### config.mk
export PLATFORM = sky130hd
export DESIGN_NAME = pc_sequencer
export DESIGN_NICKNAME = d
export VERILOG_FILES = /design/src/rtl/pc_pkg.sv /design/src/rtl/ras_stack.sv /design/src/rtl/pc_sequencer.sv
export SDC_FILE = /design/constraint.sdc
export NUM_CORES = 1
export LEC_CHECK = 0
export CAP_MARGIN = 10
export CORE_AREA = 3 3 209 211
export CTS_BUF_LIST = sky130_fd_sc_hd__clkbuf_2 sky130_fd_sc_hd__clkbuf_4 sky130_fd_sc_hd__clkbuf_8
export DETAILED_ROUTE_END_ITERATION = 8
export DIE_AREA = 0 0 212 214
export DONT_BUFFER_PORTS = 1
export PLACE_DENSITY = 0.46
export SKIP_CTS_REPAIR_TIMING = 1
export SYNTH_ARGS = -nofsm -noshare
export SYNTH_HDL_FRONTEND = slang
export SYNTH_SLANG_ARGS = --single-unit
### constraint.sdc
create_clock -name i_clk -period 2.7 [get_ports i_clk]
set_input_delay 0.27 -clock i_clk [delete_from_list [all_inputs] [get_ports i_clk]]
set_output_delay 0.27 -clock i_clk [all_outputs]
set_load 0.02 [all_outputs]
### src/rtl/pc_pkg.sv
// Shared definitions for the PC sequencer.
// - redir_op_e : redirect op encodings driven by decode/branch-resolve
// - DEF_*      : default reset PC, exception vector and return-stack depth
// - sext16_word: sign-extend a 16-bit word offset to a 32-bit byte offset
package pc_pkg;

  typedef enum logic [2:0] {
    OP_SEQ   = 3'b000,
    OP_BR    = 3'b001,
    OP_J     = 3'b010,
    OP_JAL   = 3'b011,
    OP_JR    = 3'b100,
    OP_JR_RA = 3'b101,
    OP_EXC   = 3'b110,
    OP_RSVD  = 3'b111
  } redir_op_e;

  localparam logic [31:0] DEF_RESET_PC  = 32'h0000_3000;
  localparam logic [31:0] DEF_EXC_VEC   = 32'h0000_4180;
  localparam int unsigned DEF_RAS_DEPTH = 4;

  // Word offset -> byte offset: sign-extend and shift left by two.
  function automatic logic [31:0] sext16_word(input logic [15:0] imm);
    return {{14{imm[15]}}, imm, 2'b00};
  endfunction

endpackage

### src/rtl/ras_stack.sv
// Return-address stack, circular buffer of RAS_DEPTH entries.
// Ports:
//   i_clk, i_rst_n      clock, async active-low reset
//   i_push, i_push_data push a return address (overwrites oldest when full)
//   i_pop               pop the top entry (ignored when empty)
//   i_clear             drop all entries
//   o_top               most recently pushed live entry
//   o_empty, o_full     occupancy flags
module ras_stack
  import pc_pkg::*;
#(
  parameter int unsigned RAS_DEPTH = DEF_RAS_DEPTH
) (
  input  logic        i_clk,
  input  logic        i_rst_n,
  input  logic        i_push,
  input  logic [31:0] i_push_data,
  input  logic        i_pop,
  input  logic        i_clear,
  output logic [31:0] o_top,
  output logic        o_empty,
  output logic        o_full
);

  localparam int unsigned PtrW = $clog2(RAS_DEPTH);
  localparam int unsigned CntW = PtrW + 1;
  localparam logic [CntW-1:0] CntMax = CntW'(RAS_DEPTH);

  logic [31:0]     r_mem [RAS_DEPTH];
  logic [PtrW-1:0] r_ptr;  // next slot to write
  logic [CntW-1:0] r_cnt;
  logic [PtrW-1:0] w_top_idx;

  // Pointer arithmetic wraps naturally since RAS_DEPTH is a power of two.
  assign w_top_idx = r_ptr - PtrW'(1);
  assign o_top     = r_mem[w_top_idx];
  assign o_empty   = (r_cnt == '0);
  assign o_full    = (r_cnt == CntMax);

  always_ff @(posedge i_clk or negedge i_rst_n) begin
    if (!i_rst_n) begin
      r_ptr <= '0;
      r_cnt <= '0;
      for (int i = 0; i < RAS_DEPTH; i++) begin
        r_mem[i] <= '0;
      end
    end else if (i_clear) begin
      r_cnt <= '0;
    end else if (i_push) begin
      r_mem[r_ptr] <= i_push_data;
      r_ptr        <= r_ptr + PtrW'(1);
      // Count saturates; the oldest entry is silently overwritten.
      if (r_cnt != CntMax) begin
        r_cnt <= r_cnt + CntW'(1);
      end
    end else if (i_pop && (r_cnt != '0)) begin
      r_ptr <= w_top_idx;
      r_cnt <= r_cnt - CntW'(1);
    end
  end

endmodule

### src/rtl/pc_sequencer.sv
// Architectural PC generator with stall hold, one-entry pending redirect and
// a return-address stack that checks JR_RA predictions.
// Ports:
//   i_clk, i_rst_n       clock, async active-low reset
//   i_stall              hold pc this cycle
//   i_redir_valid        redirect request (one pulse per instruction)
//   i_redir_op           redirect op (pc_pkg::redir_op_e encoding)
//   i_redir_pc           PC of the redirecting instruction
//   i_imm16, i_imm26     branch word offset / jump index
//   i_reg_target         GPR value for JR / JR_RA
//   o_pc, o_pc4          fetch PC (registered) and pc + 4
//   o_pend_valid         a redirect is being held during stall
//   o_ras_empty/full     return stack occupancy
//   o_ras_mismatch       1-cycle pulse after a JR_RA whose popped entry was wrong
//   o_pc_misalign        pc not word aligned
module pc_sequencer
  import pc_pkg::*;
#(
  parameter logic [31:0] RESET_PC  = DEF_RESET_PC,
  parameter logic [31:0] EXC_VEC   = DEF_EXC_VEC,
  parameter int unsigned RAS_DEPTH = DEF_RAS_DEPTH
) (
  input  logic        i_clk,
  input  logic        i_rst_n,
  input  logic        i_stall,
  input  logic        i_redir_valid,
  input  logic [2:0]  i_redir_op,
  input  logic [31:0] i_redir_pc,
  input  logic [15:0] i_imm16,
  input  logic [25:0] i_imm26,
  input  logic [31:0] i_reg_target,
  output logic [31:0] o_pc,
  output logic [31:0] o_pc4,
  output logic        o_pend_valid,
  output logic        o_ras_empty,
  output logic        o_ras_full,
  output logic        o_ras_mismatch,
  output logic        o_pc_misalign
);

  redir_op_e   w_op;
  logic        w_redirect;
  logic [31:0] w_target;
  logic        w_push;
  logic        w_pop;
  logic        w_clear;
  logic [31:0] w_ras_top;

  logic [31:0] r_pc;
  logic        r_pend_valid;
  logic [31:0] r_pend_target;
  logic        r_ras_mismatch;

  assign w_op = redir_op_e'(i_redir_op);

  always_comb begin
    w_redirect = 1'b0;
    w_target   = '0;
    if (i_redir_valid) begin
      unique case (w_op)
        OP_BR: begin
          w_redirect = 1'b1;
          w_target   = i_redir_pc + 32'd4 + sext16_word(i_imm16);
        end
        OP_J, OP_JAL: begin
          w_redirect = 1'b1;
          w_target   = {i_redir_pc[31:28], i_imm26, 2'b00};
        end
        // JR_RA always redirects to the GPR value; the stack is only a check.
        OP_JR, OP_JR_RA: begin
          w_redirect = 1'b1;
          w_target   = i_reg_target;
        end
        OP_EXC: begin
          w_redirect = 1'b1;
          w_target   = EXC_VEC;
        end
        OP_SEQ, OP_RSVD: begin
          w_redirect = 1'b0;
        end
      endcase
    end
  end

  // Stack side effects happen in the accept cycle, independent of stall.
  assign w_push  = i_redir_valid && (w_op == OP_JAL);
  assign w_pop   = i_redir_valid && (w_op == OP_JR_RA) && !o_ras_empty;
  assign w_clear = i_redir_valid && (w_op == OP_EXC);

  ras_stack #(
    .RAS_DEPTH(RAS_DEPTH)
  ) u_ras (
    .i_clk      (i_clk),
    .i_rst_n    (i_rst_n),
    .i_push     (w_push),
    .i_push_data(i_redir_pc + 32'd4),
    .i_pop      (w_pop),
    .i_clear    (w_clear),
    .o_top      (w_ras_top),
    .o_empty    (o_ras_empty),
    .o_full     (o_ras_full)
  );

  always_ff @(posedge i_clk or negedge i_rst_n) begin
    if (!i_rst_n) begin
      r_pc           <= RESET_PC;
      r_pend_valid   <= 1'b0;
      r_pend_target  <= '0;
      r_ras_mismatch <= 1'b0;
    end else begin
      r_ras_mismatch <= w_pop && (w_ras_top != i_reg_target);
      if (!i_stall) begin
        // A redirect arriving now is newer than anything pending.
        if (w_redirect) begin
          r_pc <= w_target;
        end else if (r_pend_valid) begin
          r_pc <= r_pend_target;
        end else begin
          r_pc <= r_pc + 32'd4;
        end
        r_pend_valid <= 1'b0;
      end else if (w_redirect) begin
        r_pend_target <= w_target;
        r_pend_valid  <= 1'b1;
      end
    end
  end

  assign o_pc           = r_pc;
  assign o_pc4          = r_pc + 32'd4;
  assign o_pend_valid   = r_pend_valid;
  assign o_ras_mismatch = r_ras_mismatch;
  assign o_pc_misalign  = |r_pc[1:0];

endmodule

* Word-level counts from Yosys, hierarchy flattened
Cells that the tools add are included.
** Cells by class
- Add/sub/neg operators :: 7
- $lt $le $gt $ge :: 3
- Equality and inequality tests :: 12
- Muxes and demuxes :: 20
- Bitwise operators :: 3
- Reduce and logical (&&, ||, !) cells :: 22
** Operators with widths (number)
- two-way mux 32 bit :: 6
- bitwise mux 128 bit :: 1
- one-hot mux 32 bit (4 select lines) :: 1
- adder 32 x 3 -> 32 bit, second input constant :: 2
- binary-select mux 32 bit (select 2 bit) :: 1
- demux 32 bit (select 2 bit) :: 1
- adder 32 bit :: 1
- != test 32 bit :: 1
- equality test 3 bit, second input constant :: 5
- two-way mux 3 bit :: 4
- AND reduction 2 bit :: 4
- OR reduction 2 bit :: 4
- logical AND 1 bit :: 7
- equality test 3 x 2 -> 1 bit, second input constant :: 2
- greater-or-equal comparator 3 bit, second input constant :: 2
- logical NOT 3 bit :: 2
- != test 3 bit, second input constant :: 2
- NOT 2 -> 3 bit :: 2
- nonzero test 3 bit :: 2
- OR reduction 6 bit :: 1
- two-way mux 2 bit :: 2
- adder 3 x 1 -> 3 bit, second input constant :: 1
- equality test 3 x 1 -> 1 bit, second input constant :: 1
- < comparator 3 x 1 -> 1 bit, second input constant :: 1
- other kinds (9) :: 11
** Storage, ports and cells
- Flip-flop bits (word level) :: 199
- Bits of input ports :: 113
- Output and inout bits :: 69
- Logic and storage cells :: 77

* Logic depth before layout (Yosys ltp)
- Word-level depth :: 7
- Gate-level depth with buffers :: 18
- Depth with buffers taken out :: 17

* Modules after synthesis
A second synthesis with hierarchy kept.
** Second synthesis, totals
- Cells, all modules :: 1180
- Area total of the unflattened synthesis :: 12670.9 um2
** Modules (own cells, without submodules)
- pc_sequencer :: times used 1, cells an instance 826, area an instance 6713.9 um2, sequential area each 1654.1 um2
- ras_stack :: times used 1, cells an instance 354, area an instance 5957.0 um2, sequential area each 3328.2 um2

* Least setup slack after synthesis
No wires, ideal clock.
- Kind :: in2reg
- Start :: input port i_redir_pc[5]
- End :: register r_pend_target[31]
- Setup time :: 140 ps
- Data arrival time :: 3314 ps
- Data required time :: 2560 ps
- Path slack :: -754 ps
- Stages :: 18
- Buffers on the path :: 1
- Path through :: and4_4 > and3_1 > nand2b_1 > inv_1 > and3_1 > nand2_1 > xor2_1 > inv_1 > ha_1 > clkbuf_1 > a21oi_1 > nor2b_1 > o21a_1 > a311o_1 > a2111oi_2 > o21ai_1 > xnor2_1 > o221ai_1
** On the way
- Word-level cells in the longest chain between the ends :: 4
** RTL lines
- start: declaration :: line pc_sequencer.sv:28 : input logic [31:0] i_redir_pc,
- adder 32 x 3 -> 32 bit
- net u_ras.i_push_data[24] :: line ras_stack.sv:17 : input logic [31:0] i_push_data,
- adder 32 bit :: line pc_sequencer.sv:63 : w_target = i_redir_pc + 32'd4 + sext16_word(i_imm16);
- one-hot mux 32 bit (4 select lines) :: line pc_sequencer.sv:60 : unique case (w_op)
- two-way mux 32 bit :: line pc_sequencer.sv:59 : if (i_redir_valid) begin
- end signal: assignment :: line pc_sequencer.sv:123 : r_pend_target <= w_target;
- end: declaration :: line pc_sequencer.sv:51 : logic [31:0] r_pend_target;
The timed path passes the listed nets, and every way through them passes these cells.
A chain may end at the register's enable or synchronous reset.

* Worst setup path in the final report
- Start :: input port i_redir_pc[5]
- End :: register r_pc[25] (netlist: o_pc[25])
** On the way
- Word-level cells in the longest chain between the ends :: 5
** RTL lines
- adder 32 x 3 -> 32 bit
- net u_ras.i_push_data[14] :: line ras_stack.sv:17
- adder 32 bit :: line pc_sequencer.sv:63
- one-hot mux 32 bit (4 select lines) :: line pc_sequencer.sv:60
- two-way mux 32 bit :: line pc_sequencer.sv:59
- two-way mux 32 bit :: line pc_sequencer.sv:114 : if (w_redirect) begin
- end signal: assignment :: line pc_sequencer.sv:115 : r_pc <= w_target;
- end signal: assignment :: line pc_sequencer.sv:117 : r_pc <= r_pend_target;
- end signal: assignment :: line pc_sequencer.sv:119 : r_pc <= r_pc + 32'd4;
- end: declaration :: line pc_sequencer.sv:49 : logic [31:0] r_pc;
The timed path passes the listed nets, and every way through them passes these cells.

==> results.cfg <==
[run_status]
run_status = complete, but fails checks
failed_checks = hold timing, setup timing

[floorplan]
floorplan.core_area_sq_mm = 0.0419
pin_count = 182
die_area_sq_mm = 0.0454
row_count = 75
die_width_microns = 212
initial_core_util = 0.298
fp.dieH_microns = 214

[timing]
final_min_period_ns = 2.83
worst_slack_setup_final_ns = -0.133
report.final.slew_viol_count = 0
final-setup-viol-count = 23
tightest_slew_ns = 0.729
worst_clock_skew_ns = 0.0171
grt_setup_unrepaired = yes
hold_violations = 200
achievable-frequency_ghz = 0.353
finalHoldWorstSlack_ns = -0.556
relSlewSlack = 0.514
fin_crit_sh = 1.05

[clock_network]
cts_buffer_count = 17
cts_tree = done
cts_max_path_buffers = 2
clock_insertion_delay_worst_skew_ns = 0.51
cts.sinks = 199
root_buffer = clkbuf_8
cts-htree-levels = 4
clock_input_transition_at_the_sequential_cells_of_the_worst_setup_and_hold_paths_ns = 0.12

[global_routing]
groute.usage.overall = 0.195
maximum_number_of_pins_on_one_net_before_global_route_repair = 200
number_of_global_route_vias_before_repair = 10600
grt_pass1_wl_mm = 67.2
overflow = 0
grt_antenna_before_repair = 2

[drt]
routed_wire_length_per_instance_microns = 21.5
final_antenna_net_count = 0
drt_first_pass_iters = 5
starting_drt_drc_count = 618
drt_wl_total_mm = 46.1
dr_total_vias = 11000
via_per_inst = 5.13
drt_drc_violations_left = 0

[worst_setup_path]
cp_buf_inv_count = 4
timing.critical_path.slowest_stage_cell = or4_4
timing.critical_path.required_ns = 3.13
worstSetupEndpointType = register
setup.worst_path.class = primary input to register
startpoint_of_the_most_critical_register_to_register_path = u_ras.r_ptr[0]
worst_path_arrival_ns = 3.27
worst_path_dominant_cell_family = simple AND/OR/NAND/NOR gates
worstPathCellList = and4_4 > and3_4 > buf_6 > nand3_4 > xor2_2 > inv_2 > ha_4 > buf_6 > nand4_1 > o41ai_2 > buf_4 > nor3_4 > or4_4 > mux2_2 > o21ai_2
ff2ff_setup_slack_ns = 0.10
critical_path.startpoint_type = primary input
path_max_fanout = 4
worst_path_most_repeated_cell = buf_6
crit-reg2reg-capture = o_ras_mismatch
timing.critical_path.slowest_cell_delay_ns = 0.44
worst_r2r_path_depth = 10

[cells_and_area]
layout-area-overhead-vs-synth_pct = 35.2
layout.cells.most_common = buf_4
final_core_utilization = 0.403
mostFrequentLayoutCells = 240 x buf_4, 204 x nand2_1, 195 x dfrtp_1, 163 x o21ai_0, 63 x nor2_1
layout.cells.non_filler = 2142
num-fill-cells = 4130
final_layout_size_suffix_gt1_frac = 0.357
layout.cell_area.non_filler_sq_mm = 0.0169
num-nets-final = 1743
multi_input_comb_area_sq_mm = 0.00837
final-seq-area_sq_mm = 0.00498

[synthesis]
synthFlopType = dfrtp_1
synth_enable_flop_cells = 0
ys_ff_latch = 199
post_synth.cell_area_avg_sq_um = 9.16
post_synth_num_cell_types = 79
synth.yosys.warnings = 0
fraction_of_registers_with_async_set_reset = 1.00
syn_nets = 1520
syn_area_sq_mm = 0.0125
synthCells = 1365
yosysSeqAreaShare = 0.398

[hold_path]
timing.hold.worst.class = primary input to asynchronous set/reset pin

[pwr]
netSwitchingFraction = 0.379
ir_drop_mv = 0.269
total_leakage_power_nw = 7.24
power.share.combinational = 0.437
share_seq_of_total_power = 0.388
power.switching_w = 0.00443
total_power_w = 0.0117
power.internal_w = 0.00728
p_per_cell_area_mw_per_mm2 = 693
share_clk_of_total_power = 0.175

[place]
port-buffer-count = 0
post_dp_cell_area_sq_mm = 0.0149
placed_cells_incl_taps = 2052
dp.final_hpwl_mm = 34.3
place_congestion = 0.875

[flow_run]
max-cap-violations = 0
[synth_stat cells (9+ instances only)]
master    instances  share of area
dfrtp_1         197           0.39
nor2_1           71          0.021
nand2_1         222          0.067
nand4_1          26          0.013
nor3_1            9         0.0036
mux4_2           33          0.059
o21a_1           11         0.0066
and3_1           15         0.0075
o21ai_0         181          0.072
inv_1            48          0.014
clkbuf_1         62          0.019
mux2i_1           9         0.0072
o211ai_1         11         0.0066
a21oi_1          63          0.025
a22oi_1          20          0.012
xnor2_1          77          0.054
nand3_1          25          0.010
ha_1             40          0.040
nand2b_1         11         0.0055
xor2_1           37          0.026
mux2_2           23          0.021
[power by group through the flow]
stage | clock (W) | sequential (W) | combinational (W)
2_1_floorplan | 0 | 0.00449 | 0.00313
3_3_place_gp | 0 | 0.00455 | 0.00474
5_1_grt | 0.00224 | 0.00467 | 0.00558
3_5_place_dp | 0 | 0.00458 | 0.00480
6_report | 0.00205 | 0.00455 | 0.00511
4_1_cts | 0.00213 | 0.00452 | 0.00481
[metal layers]
metal,part of all wire,GRT usage,routed length [microns],up-vias
met5,0,0,0,-
met4,0.025,0.0623,1170,0
met3,0.066,0.0592,3060,49
met2,0.46,0.301,21000,270
met1,0.45,0.262,20900,5353
li1,-,-,-,5314
[cells by family after synthesis]
| group | share of synthesized area |
|---|---|
| mux | 0.0873 |
| simple gates | 0.159 |
| flops | 0.398 |
| xor+xnor | 0.0811 |
| compound gates | 0.191 |
| fa+ha+maj | 0.0432 |
| buf+inv | 0.0401 |
[how the worst max path moves through the flow]
| stage | from | to | slack (ns) | cells after the start |
|---|---|---|---|---|
| after floorplan | i_redir_pc[5] | o_pc[27] | -0.50 | 18 |
| after global placement | i_redir_pc[5] | r_pend_target[28] | -0.79 | 17 |
| after detailed placement | i_redir_pc[5] | r_pend_target[28] | -0.79 | 17 |
| after CTS | o_pc[13] | o_pc4[19] | -0.28 | 6 |
| after global routing | i_redir_pc[5] | r_pend_target[31] | -0.20 | 15 |
| final | i_redir_pc[5] | o_pc[25] | -0.13 | 15 |
[state kept, by name, summed over array words and instances, names as in the netlist]
signal,flops
o_pend_valid,1
o_pc,32
u_ras.r_mem,128
u_ras.r_ptr,2
o_ras_mismatch,1
u_ras.r_cnt,3
r_pend_target,32
[stage by stage]
step                      worst slack (ns)  setup TNS, ns  hold WS, ns
after floorplan                     -0.501          -6.68      -0.0256
after global placement              -0.792         -25.82      -0.0137
after detailed placement            -0.792         -26.94      -0.0123
after CTS                           -0.279          -5.05       -0.608
after global routing                -0.195          -4.55       -0.610
final                               -0.133          -1.28       -0.556
[area by class of cell]
type                    instances  area share
clock buffers                  18      0.0147
repair buffers                280       0.135
diodes                          2    0.000296
well taps                     539      0.0399
inverters                      50      0.0113
clock inverters                14     0.00955
flip-flops and latches        199       0.295
multi-input cells            1040       0.495
[worst reg2reg max path, cell delays in order, from the launching register on]
cell and delay (ns):
dfrtp_2 0.43, inv_1 0.07, ha_1 0.39, buf_4 0.22, buf_4 0.15, mux4_2 0.31, xnor2_1 0.15, nand4_1 0.16
nor4_1 0.08, buf_4 0.14, a2111oi_2 0.39
(Power assumes the default switching activity.)
